**src/rtl/formant_pkg.sv**
```systemverilog
// ---------------------------------------------------------------------------
// | Module  : formant_pkg                                                   |
// | Purpose : Shared defaults and FSM state type for the formant smoother.  |
// | Ports   : none (package)                                                |
// | Rev     : 1.0  initial release                                          |
// ---------------------------------------------------------------------------
`default_nettype none

package formant_pkg;

  localparam int DEFAULT_BIT_WIDTH   = 32;
  localparam int DEFAULT_I           = 160;
  localparam int DEFAULT_FORMANTS    = 5;
  localparam int DEFAULT_ALPHA_SHIFT = 2;
  localparam int DEFAULT_MAX_JUMP    = 16;
  localparam int DEFAULT_HOLD_FRAMES = 3;

  typedef enum logic [1:0] {
    IDLE    = 2'd0,
    PROCESS = 2'd1,
    ORDER   = 2'd2
  } smoother_state_e;

endpackage

`default_nettype wire

```
**src/rtl/formant_ema_update.sv**
```systemverilog
// ---------------------------------------------------------------------------
// | Module  : formant_ema_update                                            |
// | Purpose : Combinational single-formant tracker step: EMA, jump          |
// |           rejection with timed snap, invalid-value hold.                |
// | Ports   : x        raw formant bin                                      |
// |           s        current tracked estimate                             |
// |           cnt      consecutive over-jump count                          |
// |           primed   tracker already initialised                          |
// |           s_next   next tracked estimate                                |
// |           cnt_next next over-jump count                                 |
// | Rev     : 1.0  initial release                                          |
// ---------------------------------------------------------------------------
`default_nettype none

module formant_ema_update #(
  parameter int BIT_WIDTH   = 32,
  parameter int I           = 160,
  parameter int ALPHA_SHIFT = 2,
  parameter int MAX_JUMP    = 16,
  parameter int HOLD_FRAMES = 3,
  parameter int CNT_W       = 2
) (
  input  logic [BIT_WIDTH-1:0] x,
  input  logic [BIT_WIDTH-1:0] s,
  input  logic [CNT_W-1:0]     cnt,
  input  logic                 primed,
  output logic [BIT_WIDTH-1:0] s_next,
  output logic [CNT_W-1:0]     cnt_next
);

  localparam logic [BIT_WIDTH-1:0]        c_BINS     = BIT_WIDTH'(I);
  localparam logic signed [BIT_WIDTH:0]   c_MAX_JUMP = (BIT_WIDTH+1)'(MAX_JUMP);
  localparam logic [CNT_W:0]              c_HOLD     = (CNT_W+1)'(HOLD_FRAMES);

  logic signed [BIT_WIDTH:0] w_d;
  logic signed [BIT_WIDTH:0] w_abs;
  logic signed [BIT_WIDTH:0] w_step;
  logic signed [BIT_WIDTH:0] w_sum;
  logic [CNT_W:0]            w_cnt_inc;
  logic                      w_invalid;
  logic                      w_jump;

  // One extra bit keeps the difference of two unsigned values exact.
  assign w_d       = $signed({1'b0, x}) - $signed({1'b0, s});
  assign w_abs     = w_d[BIT_WIDTH] ? -w_d : w_d;
  // Arithmetic shift floors toward -inf, so a -4 step becomes -1.
  assign w_step    = w_d >>> ALPHA_SHIFT;
  assign w_sum     = $signed({1'b0, s}) + w_step;
  assign w_cnt_inc = {1'b0, cnt} + (CNT_W+1)'(1);
  assign w_invalid = (x == '0) || (x >= c_BINS);
  assign w_jump    = w_abs > c_MAX_JUMP;

  always_comb begin
    s_next   = s;
    cnt_next = cnt;
    if (!primed) begin
      s_next   = x;
      cnt_next = '0;
    end else if (w_invalid) begin
      s_next   = s;
      cnt_next = cnt;
    end else if (w_jump) begin
      if (w_cnt_inc == c_HOLD) begin
        s_next   = x;
        cnt_next = '0;
      end else begin
        cnt_next = CNT_W'(w_cnt_inc);
      end
    end else begin
      // The sum always lies between s and x, so truncation is lossless.
      s_next   = BIT_WIDTH'(w_sum);
      cnt_next = '0;
    end
  end

endmodule

`default_nettype wire

```
**src/rtl/formant_smoother.sv**
```systemverilog
// ---------------------------------------------------------------------------
// | Module  : formant_smoother                                              |
// | Purpose : Per-formant track smoother with monotonic output ordering.    |
// | Ports   : clk_in        clock                                           |
// |           rst_n_in      asynchronous active-low reset                   |
// |           formant_valid frame strobe for formant_freq                   |
// |           formant_freq  raw formant bins [0:FORMANTS-1]                 |
// |           track_clear   unprime tracker, zero counters, clear overrun   |
// |           smooth_valid  one-cycle strobe for smooth_freq                |
// |           smooth_freq   ordered tracked formants [0:FORMANTS-1]         |
// |           busy          frame in flight                                 |
// |           overrun       sticky dropped-frame flag                       |
// | Rev     : 1.0  initial release                                          |
// ---------------------------------------------------------------------------
`default_nettype none

module formant_smoother
  import formant_pkg::*;
#(
  parameter int BIT_WIDTH   = DEFAULT_BIT_WIDTH,
  parameter int I           = DEFAULT_I,
  parameter int FORMANTS    = DEFAULT_FORMANTS,
  parameter int ALPHA_SHIFT = DEFAULT_ALPHA_SHIFT,
  parameter int MAX_JUMP    = DEFAULT_MAX_JUMP,
  parameter int HOLD_FRAMES = DEFAULT_HOLD_FRAMES
) (
  input  logic                 clk_in,
  input  logic                 rst_n_in,
  input  logic                 formant_valid,
  input  logic [BIT_WIDTH-1:0] formant_freq [0:FORMANTS-1],
  input  logic                 track_clear,
  output logic                 smooth_valid,
  output logic [BIT_WIDTH-1:0] smooth_freq  [0:FORMANTS-1],
  output logic                 busy,
  output logic                 overrun
);

  // The counter never holds more than HOLD_FRAMES-1.
  localparam int CNT_W = (HOLD_FRAMES < 2) ? 1 : $clog2(HOLD_FRAMES);
  localparam int KW    = (FORMANTS < 2) ? 1 : $clog2(FORMANTS);
  localparam logic [KW-1:0] c_K_LAST = KW'(FORMANTS - 1);

  smoother_state_e      r_state;
  smoother_state_e      w_state_next;
  logic [KW-1:0]        r_k;
  logic                 r_primed;
  logic                 r_valid;
  logic                 r_overrun;
  logic [BIT_WIDTH-1:0] r_x   [0:FORMANTS-1];
  logic [BIT_WIDTH-1:0] r_s   [0:FORMANTS-1];
  logic [CNT_W-1:0]     r_cnt [0:FORMANTS-1];
  logic [BIT_WIDTH-1:0] r_out [0:FORMANTS-1];
  logic [BIT_WIDTH-1:0] w_ord [0:FORMANTS-1];
  logic [BIT_WIDTH-1:0] w_s_next;
  logic [CNT_W-1:0]     w_cnt_next;

  // Single update datapath shared across formants, indexed by r_k.
  formant_ema_update #(
    .BIT_WIDTH   (BIT_WIDTH),
    .I           (I),
    .ALPHA_SHIFT (ALPHA_SHIFT),
    .MAX_JUMP    (MAX_JUMP),
    .HOLD_FRAMES (HOLD_FRAMES),
    .CNT_W       (CNT_W)
  ) u_update (
    .x        (r_x[r_k]),
    .s        (r_s[r_k]),
    .cnt      (r_cnt[r_k]),
    .primed   (r_primed),
    .s_next   (w_s_next),
    .cnt_next (w_cnt_next)
  );

  // Running maximum; ordering only touches the outputs, never r_s.
  always_comb begin
    for (int k = 0; k < FORMANTS; k++) begin
      w_ord[k] = r_s[k];
    end
    for (int k = 1; k < FORMANTS; k++) begin
      if (w_ord[k-1] > r_s[k]) begin
        w_ord[k] = w_ord[k-1];
      end
    end
  end

  always_ff @(posedge clk_in or negedge rst_n_in) begin
    if (!rst_n_in) begin
      r_state <= IDLE;
    end else begin
      r_state <= w_state_next;
    end
  end

  always_comb begin
    w_state_next = r_state;
    if (track_clear) begin
      w_state_next = IDLE;
    end else begin
      case (r_state)
        IDLE:    if (formant_valid) w_state_next = PROCESS;
        PROCESS: if (r_k == c_K_LAST) w_state_next = ORDER;
        ORDER:   w_state_next = IDLE;
        default: w_state_next = IDLE;
      endcase
    end
  end

  always_ff @(posedge clk_in or negedge rst_n_in) begin
    if (!rst_n_in) begin
      r_k       <= '0;
      r_primed  <= 1'b0;
      r_valid   <= 1'b0;
      r_overrun <= 1'b0;
      for (int k = 0; k < FORMANTS; k++) begin
        r_x[k]   <= '0;
        r_s[k]   <= '0;
        r_cnt[k] <= '0;
        r_out[k] <= '0;
      end
    end else begin
      r_valid <= 1'b0;
      if (track_clear) begin
        // Clear beats a coincident frame; that frame is not an overrun.
        r_k       <= '0;
        r_primed  <= 1'b0;
        r_overrun <= 1'b0;
        for (int k = 0; k < FORMANTS; k++) begin
          r_cnt[k] <= '0;
        end
      end else begin
        if (formant_valid && (r_state != IDLE)) begin
          r_overrun <= 1'b1;
        end
        case (r_state)
          IDLE: begin
            if (formant_valid) begin
              r_k <= '0;
              for (int k = 0; k < FORMANTS; k++) begin
                r_x[k] <= formant_freq[k];
              end
            end
          end
          PROCESS: begin
            r_s[r_k]   <= w_s_next;
            r_cnt[r_k] <= w_cnt_next;
            r_k        <= r_k + KW'(1);
          end
          ORDER: begin
            r_out    <= w_ord;
            r_valid  <= 1'b1;
            r_primed <= 1'b1;
          end
          default: ;
        endcase
      end
    end
  end

  assign smooth_valid = r_valid;
  assign smooth_freq  = r_out;
  assign busy         = (r_state != IDLE);
  assign overrun      = r_overrun;

endmodule

`default_nettype wire

```
**config.mk**
```make
export PLATFORM = sky130hd
export DESIGN_NAME = formant_smoother
export DESIGN_NICKNAME = d
export VERILOG_FILES = /design/src/rtl/formant_pkg.sv /design/src/rtl/formant_ema_update.sv /design/src/rtl/formant_smoother.sv
export SDC_FILE = /design/constraint.sdc
export NUM_CORES = 1
export LEC_CHECK = 0
export BUFFER_PORTS_ARGS = -buffer_cell sky130_fd_sc_hd__buf_2
export CORE_ASPECT_RATIO = 0.9
export CORE_MARGIN = 8
export CORE_UTILIZATION = 25
export DETAILED_ROUTE_END_ITERATION = 10
export SETUP_SLACK_MARGIN = 0.1
export SYNTH_ARGS = -nofsm -noshare
export SYNTH_HDL_FRONTEND = slang
export SYNTH_SLANG_ARGS = --single-unit
```
**constraint.sdc**
```tcl
create_clock -name clk_in -period 13.3 [get_ports clk_in]
set_clock_uncertainty 0.2 [all_clocks]
set_input_delay 2.66 -clock clk_in [delete_from_list [all_inputs] [get_ports clk_in]]
set_output_delay 2.66 -clock clk_in [all_outputs]
set_load 0.05 [all_outputs]
```
==> reports/qor.csv, run 1 <==
metric,value,unit
CTS Sinks,498,
unrepaired setup endpoints after global routing,no,
Synth Area per Inst,9.55,µm²
Reg-to-Reg End,smooth_freq[15]$_DFFE_PN0P_,
simple-gate portion of the synthesized area,14.0,%
post-CTS sizing,0,
HP Class,flip-flop to flip-flop,
largest net degree at the start of global routing,162,
XOR/XNOR Fraction of Synth Area,1.36,%
CP Class,flip-flop to flip-flop,
Initial DRT Pass Iterations,6,
Worst EP required,13.69,ns
kind of cell adding the most delay to the critical path,compound AO/OA/AOI/OAI gates,
port bufs,326,
Setup Viol. Count Final,0,
min Tclk post-route,12.40,ns
largest cells by area after synthesis,"dfrtp_1 40%, mux2_2 11%, ha_1 7.7%",
"Buf+Inv Stages, Crit Path",5,
Fin Hold WS,0.266,ns
Worst Path Max Fanout,25,
routed vias/inst,5.12,
first-pass GRT wire length,175,mm
Root Driver,clkbuf_16,
r2r setup slk,0.90,ns
Tightest Pin Transition,1.21,ns
WL/cell,22.3,µm
Adder-Cell Fraction of Synth Area,7.85,%
status,finished clean,
most common cell in the synthesized netlist,dfrtp_1,
first-iteration detailed-routing DRC count,2682,
synthesis-to-layout area growth,18.1,%
Hold EP,smooth_freq[123]$_DFFE_PN0P_,
share of cells above drive strength 1,24.4,%
IO Count,327,
routability congestion estimate,0.947,
Hold Fails Final Rpt,0,
Seq cells post-synth,498,
routed vias,27100,
post-synthesis async set-or-reset flop share,100,%
Clock Path Buffers,3,
std cell rows,123,
Synth Area in Compound Gates,17.0,%
slowest cell delay on critical path,0.69,ns
CTS Buf Count,55,
cell taking the most area after synthesis,dfrtp_1,
top_reg_cell synth,dfrtp_1,
Initial Util,25.2,%
synth unique cells,100,
Worst setup EP type,flip-flop,
worst hold path startpoint,smooth_freq[123]$_DFFE_PN0P_,
Hold Path Stages,2,
leading cell types by count after synthesis,"498 x dfrtp_1, 425 x nand2_1, 297 x mux2_2",
final period utilization,93.2,%
mux cell area share after synthesis,15.0,%
Max Fclk,0.0807,GHz
post-route ant nets,0,
R2R depth,57,
Die ar.,137000,µm²
main combinational cell family by area after synthesis,compound AO/OA/AOI/OAI gates,
WP data arrival,12.78,ns
DRT Wirelength,118,mm
slowest CP cell,or4_1,
CTS tree,yes,
top-area cell type share of the netlist area,39.6,%
vias in the first global route,26100,
aggregate negative setup slack,0,ns
die width,390,µm
"Clk pin slew, worst setup/hold paths",0.07,ns
Mapped Area,31500,µm²
Post-Synthesis Cells,3294,
nets@finish,3915,
most frequent CP cell,o21ai_0,
Slew Limit Fails,0,
clk_lat worst skew,0.68,ns
gr ovfl total,0,
hold_buf cts,0,
CTS HTree Levels,2,
max-cap violation count,0,
Die Height,352,µm
number of buffers added for setup after CTS,0,
worst relative slew slack,18.9,%
reg-to-reg startpoint,r_s[97]$_DFFE_PN0P_,
Remaining DRCs,0,
sequential share of the synthesized area,39.6,%
aggregate global-route resource usage,16.4,%
synth warn,0,
Startpoint Class,flip-flop,
antenna violations before repair,8,
number of synthesized flops with an enable pin,0,
core box area,125000,µm²
syn_nets,3654,
detailed placement HPWL,89.8,mm
[flip-flops by register name (all words and copies together), names as in the netlist]
name and flops:
r_state 2, smooth_valid 1, r_s 160, r_x 160, smooth_freq 160, r_k 3, r_primed 1, r_cnt 10
overrun 1
[worst min-delay path, stage by stage (launching register included)]
cell,delay (ns)
dfrtp_1,0.34
nand2_1,0.05
nand2_1,0.05
[cells by family (layout without fill, tap and decap cells)]
family                   after synthesis  count (layout)
AND/OR/NAND/NOR                      943             943
flip-flops                           498             498
AO/OA/AOI/OAI                        797             798
adder cells (fa/ha/maj)              196             196
multiplexers                         394             394
other                                  0               6
buffers and inverters                419             724
XOR/XNOR                              47              47
[cells in the final DEF (no fill, tap or decap), drive strengths merged, types with 33 or more instances in the layout]
cell type,count
mux4,33
o21ai,253
a21o,48
clkbuf,74
a22oi,33
mux2,297
dfrtp,498
nand3,36
inv,247
a21oi,170
o211a,34
buf,376
ha,194
nor3,96
mux2i,64
nand2,425
xnor2,34
nor2,171
nand4,46
[metal layers]
layer | vias to the layer above | global-route usage [%] | wire, µm
li1 | 12400 | - | -
met1 | 13400 | 23.1 | 52400
met2 | 1143 | 25.4 | 52200
met3 | 180 | 3.02 | 9510
met4 | 8 | 4.94 | 3930
met5 | - | 0 | 48
[metrics by stage]
step | instances | setup slack, ns | util (%) | cell area, µm²
floorplan | 3294 | 1.98 | - | 31500
global placement | 5184 | 0.915 | 28.0 | 35000
detailed placement | 5184 | 0.775 | 28.0 | 35000
CTS | 5286 | 0.745 | 29.7 | 37100
global route | 5291 | 0.0877 | 29.7 | 37100
finish | 5293 | 0.903 | 29.7 | 37100
[layout make-up]
cell class	instances	area, µm²
Timing Repair Buffer	376	2040
Antenna cell	6	15.0
Inverter	246	926
Multi-Input combinational cell	2378	17500
Clock inverter	28	529
Fill cell	13200	87800
Tap cell	1687	2110
Clock buffer	74	1590
Sequential cell	498	12500
[worst max path at each step]
stage,start,endpoint,slack [ns],cells past startpoint
after floorplan,r_s[129]$_DFFE_PN0P_,smooth_freq[10]$_DFFE_PN0P_,1.98,65
after global placement,r_s[97]$_DFFE_PN0P_,smooth_freq[9]$_DFFE_PN0P_,0.91,59
after detailed placement,r_s[97]$_DFFE_PN0P_,smooth_freq[18]$_DFFE_PN0P_,0.77,58
after CTS,r_s[97]$_DFFE_PN0P_,smooth_freq[10]$_DFFE_PN0P_,0.75,58
after global routing,r_s[97]$_DFFE_PN0P_,smooth_freq[8]$_DFFE_PN0P_,0.09,57
final,r_s[97]$_DFFE_PN0P_,smooth_freq[15]$_DFFE_PN0P_,0.90,57
Power of run 1 is not shown: default switching activity piles up to over one toggle a cycle in this logic, so the estimate is an artifact.
==> run 2, diff against run 1 <==
SYNTH_HIERARCHICAL = 1   (was not set)
==> reports/qor.csv, run 2 <==
metric,value,unit,change
status,finished clean,,
routed vias/inst,5.19,,+1.4%
detailed placement HPWL,93.9,mm,+4.5%
routability congestion estimate,0.958,,+1.2%
aggregate global-route resource usage,16.2,%,-0.19 points
Fin Hold WS,0.270,ns,+0.00450 ns
"commonest non-fill, non-tap cells in the layout","495 x dfrtp_1, 487 x nand2_1, 325 x buf_2",,
CTS HTree Levels,2,,unchanged
post-CTS sizing,0,,unchanged
HP Class,flip-flop to flip-flop,,
synth warn,6,,+6
number of buffers added for setup after CTS,0,,unchanged
die width,400,µm,+2.6%
Worst setup EP type,flip-flop,,
WL/cell,22.0,µm,-1.5%
Root Driver,clkbuf_16,,
Adder-Cell Fraction of Synth Area,7.44,%,-0.40 points
simple-gate portion of the synthesized area,15.2,%,+1.1 points
slowest cell delay on critical path,0.90,ns,+0.21 ns
Worst EP required,13.65,ns,-0.04 ns
Initial DRT Pass Iterations,6,,unchanged
CTS Sinks,498,,unchanged
most frequent CP cell,ha_1,,
Max Fclk,0.0898,GHz,+11%
DP Area,36800,µm²,+5.0%
Tightest Pin Transition,1.27,ns,+0.0628 ns
min Tclk post-route,11.13,ns,-1.26 ns
antenna violations before repair,25,,+17
first-iteration detailed-routing DRC count,3419,,+27%
"commonest non-fill, non-tap cell in the layout",dfrtp_1,,
Worst Path Max Fanout,65,,+160%
IO Count,327,,unchanged
vias in the first global route,27900,,+6.8%
DRT Wirelength,122,mm,+3.6%
Setup Viol. Count Final,0,,unchanged
Die Height,361,µm,+2.6%
largest cells by area after synthesis,"dfrtp_1 38%, mux2_2 11%, ha_1 7.3%",,
CTS Buf Count,53,,-3.6%
nets@finish,4148,,+6.0%
final instance area,38600,µm²,+3.9%
sequential share of the synthesized area,37.6,%,-2.0 points
leading cell types by count after synthesis,"498 x dfrtp_1, 489 x nand2_1, 324 x mux2_2",,
final period utilization,83.7,%,-9.5 points
unrepaired setup endpoints after global routing,no,,
Synth Area in Compound Gates,16.8,%,-0.23 points
largest net degree at the start of global routing,185,,+14%
Hold Fails Final Rpt,0,,unchanged
Clock Path Buffers,3,,unchanged
Initial Util,25.2,%,+0.078 points
max-cap violation count,0,,unchanged
Mapped Area,33200,µm²,+5.4%
"Clk pin slew, worst setup/hold paths",0.06,ns,about the same
clk_lat worst skew,0.65,ns,-0.03 ns
number of synthesized flops with an enable pin,0,,unchanged
synth unique cells,100,,unchanged
Remaining DRCs,0,,unchanged
post-route ant nets,0,,unchanged
std cell rows,126,,+2.4%
Startpoint Class,flip-flop,,
mux cell area share after synthesis,15.8,%,+0.73 points
first-pass GRT wire length,181,mm,+3.6%
Seq cells post-synth,498,,unchanged
CP Class,flip-flop to flip-flop,,
synthesis-to-layout area growth,16.4,%,
cell taking the most area after synthesis,dfrtp_1,,
XOR/XNOR Fraction of Synth Area,1.29,%,-0.066 points
Die ar.,145000,µm²,+5.2%
CTS tree,yes,,
most common cell in the synthesized netlist,dfrtp_1,,
Slew Limit Fails,0,,unchanged
Post-Synthesis Cells,3542,,+7.5%
port bufs,326,,unchanged
slowest CP cell,a311o_2,,
syn_nets,3902,,+6.8%
WP data arrival,11.48,ns,-1.30 ns
core box area,131000,µm²,+5.1%
Synth Area per Inst,9.36,µm²,-2.0%
worst relative slew slack,14.3,%,-4.5 points
gr ovfl total,0,,unchanged
main combinational cell family by area after synthesis,compound AO/OA/AOI/OAI gates,,
aggregate negative setup slack,0,ns,unchanged
share of cells above drive strength 1,24.2,%,-0.21 points
top-area cell type share of the netlist area,37.6,%,-2.0 points
post-synthesis async set-or-reset flop share,100,%,unchanged
hold_buf cts,0,,unchanged
routed vias,28900,,+6.7%
top_reg_cell synth,dfrtp_1,,
-- run 2: changes by cell type after synthesis, moves of 33 or more --
| cell | delta |
|---|---|
| a2bb2oi_1 | +34 |
| nand2_1 | +64 |
| mux2i_1 | -55 |
| inv_1 | +70 |
| nor3_1 | -49 |
| nor2_1 | +61 |
| mux4_2 | +33 |
| a21oi_1 | -34 |
| o21ai_0 | -63 |
| o31ai_1 | +95 |
| nand3_1 | +75 |
-- run 2: through the flow --
step | cells | utilization, % | setup slack (ns)
after floorplan | 3542 | - | 5.16
after global placement | 5461 | 28.0 | 2.36
after detailed placement | 5461 | 28.0 | 2.25
after CTS | 5557 | 29.4 | 2.21
after global routing | 5558 | 29.4 | 1.53
final | 5566 | 29.4 | 2.17
-- run 2: area by class of cell --
type                       count  area [µm²]
tap                         1728        2160
clock inverter                18         262
fill                       13800       92700
timing repair buffer         388        2160
clock buffer                  78        1550
inverter                     314        1180
multi-input combinational   2533       18800
antenna                        9        22.5
sequential                   498       12500
-- run 2: logic make-up after synthesis --
| logic type | Yosys count |
|---|---|
| fa+ha+maj | 196 |
| compound gates | 790 |
| flops | 498 |
| mux | 399 |
| xor+xnor | 48 |
| simple gates | 1100 |
| buf+inv | 511 |
-- run 2: per-layer routing --
| layer | track usage (%) | vias to the layer above | part of all wire, % |
|---|---|---|---|
| met5 | 0 | - | 0.16 |
| met4 | 2.83 | 30 | 1.7 |
| met3 | 6.10 | 158 | 13 |
| met2 | 23.0 | 1364 | 41 |
| met1 | 23.4 | 14000 | 45 |
| li1 | - | 13300 | - |
-- run 2: worst paths after layout --
| kind | slack, ns | cells past startpoint | startpoint | to |
|---|---|---|---|---|
| worst max-delay path | 2.17 | 37 | r_s[151]$_DFFE_PN0P_ | smooth_freq[14]$_DFFE_PN0P_ |
| worst min-delay path | 0.27 | 2 | smooth_freq[144]$_DFFE_PN0P_ | smooth_freq[144]$_DFFE_PN0P_ |
| worst max register to register | 2.17 | 37 | r_s[151]$_DFFE_PN0P_ | smooth_freq[14]$_DFFE_PN0P_ |
| worst min register to register | 0.27 | 2 | smooth_freq[144]$_DFFE_PN0P_ | smooth_freq[144]$_DFFE_PN0P_ |
| max in group asynchronous | 8.83 | 3 | rst_n_in | smooth_freq[105]$_DFFE_PN0P_ |
| min in group asynchronous | 1.78 | 1 | rst_n_in | r_x[78]$_DFFE_PN0P_ |
-- run 2: critical path: cells and delay by family, from the launching register on --
family / cells / cell delay [ns]
buffers and inverters: 4 / 1.27
AO/OA/AOI/OAI: 13 / 3.28
flip-flops: 1 / 0.49
AND/OR/NAND/NOR: 16 / 4.60
adder cells (fa/ha/maj): 4 / 1.13
Power of run 2 is left out for the same reason.
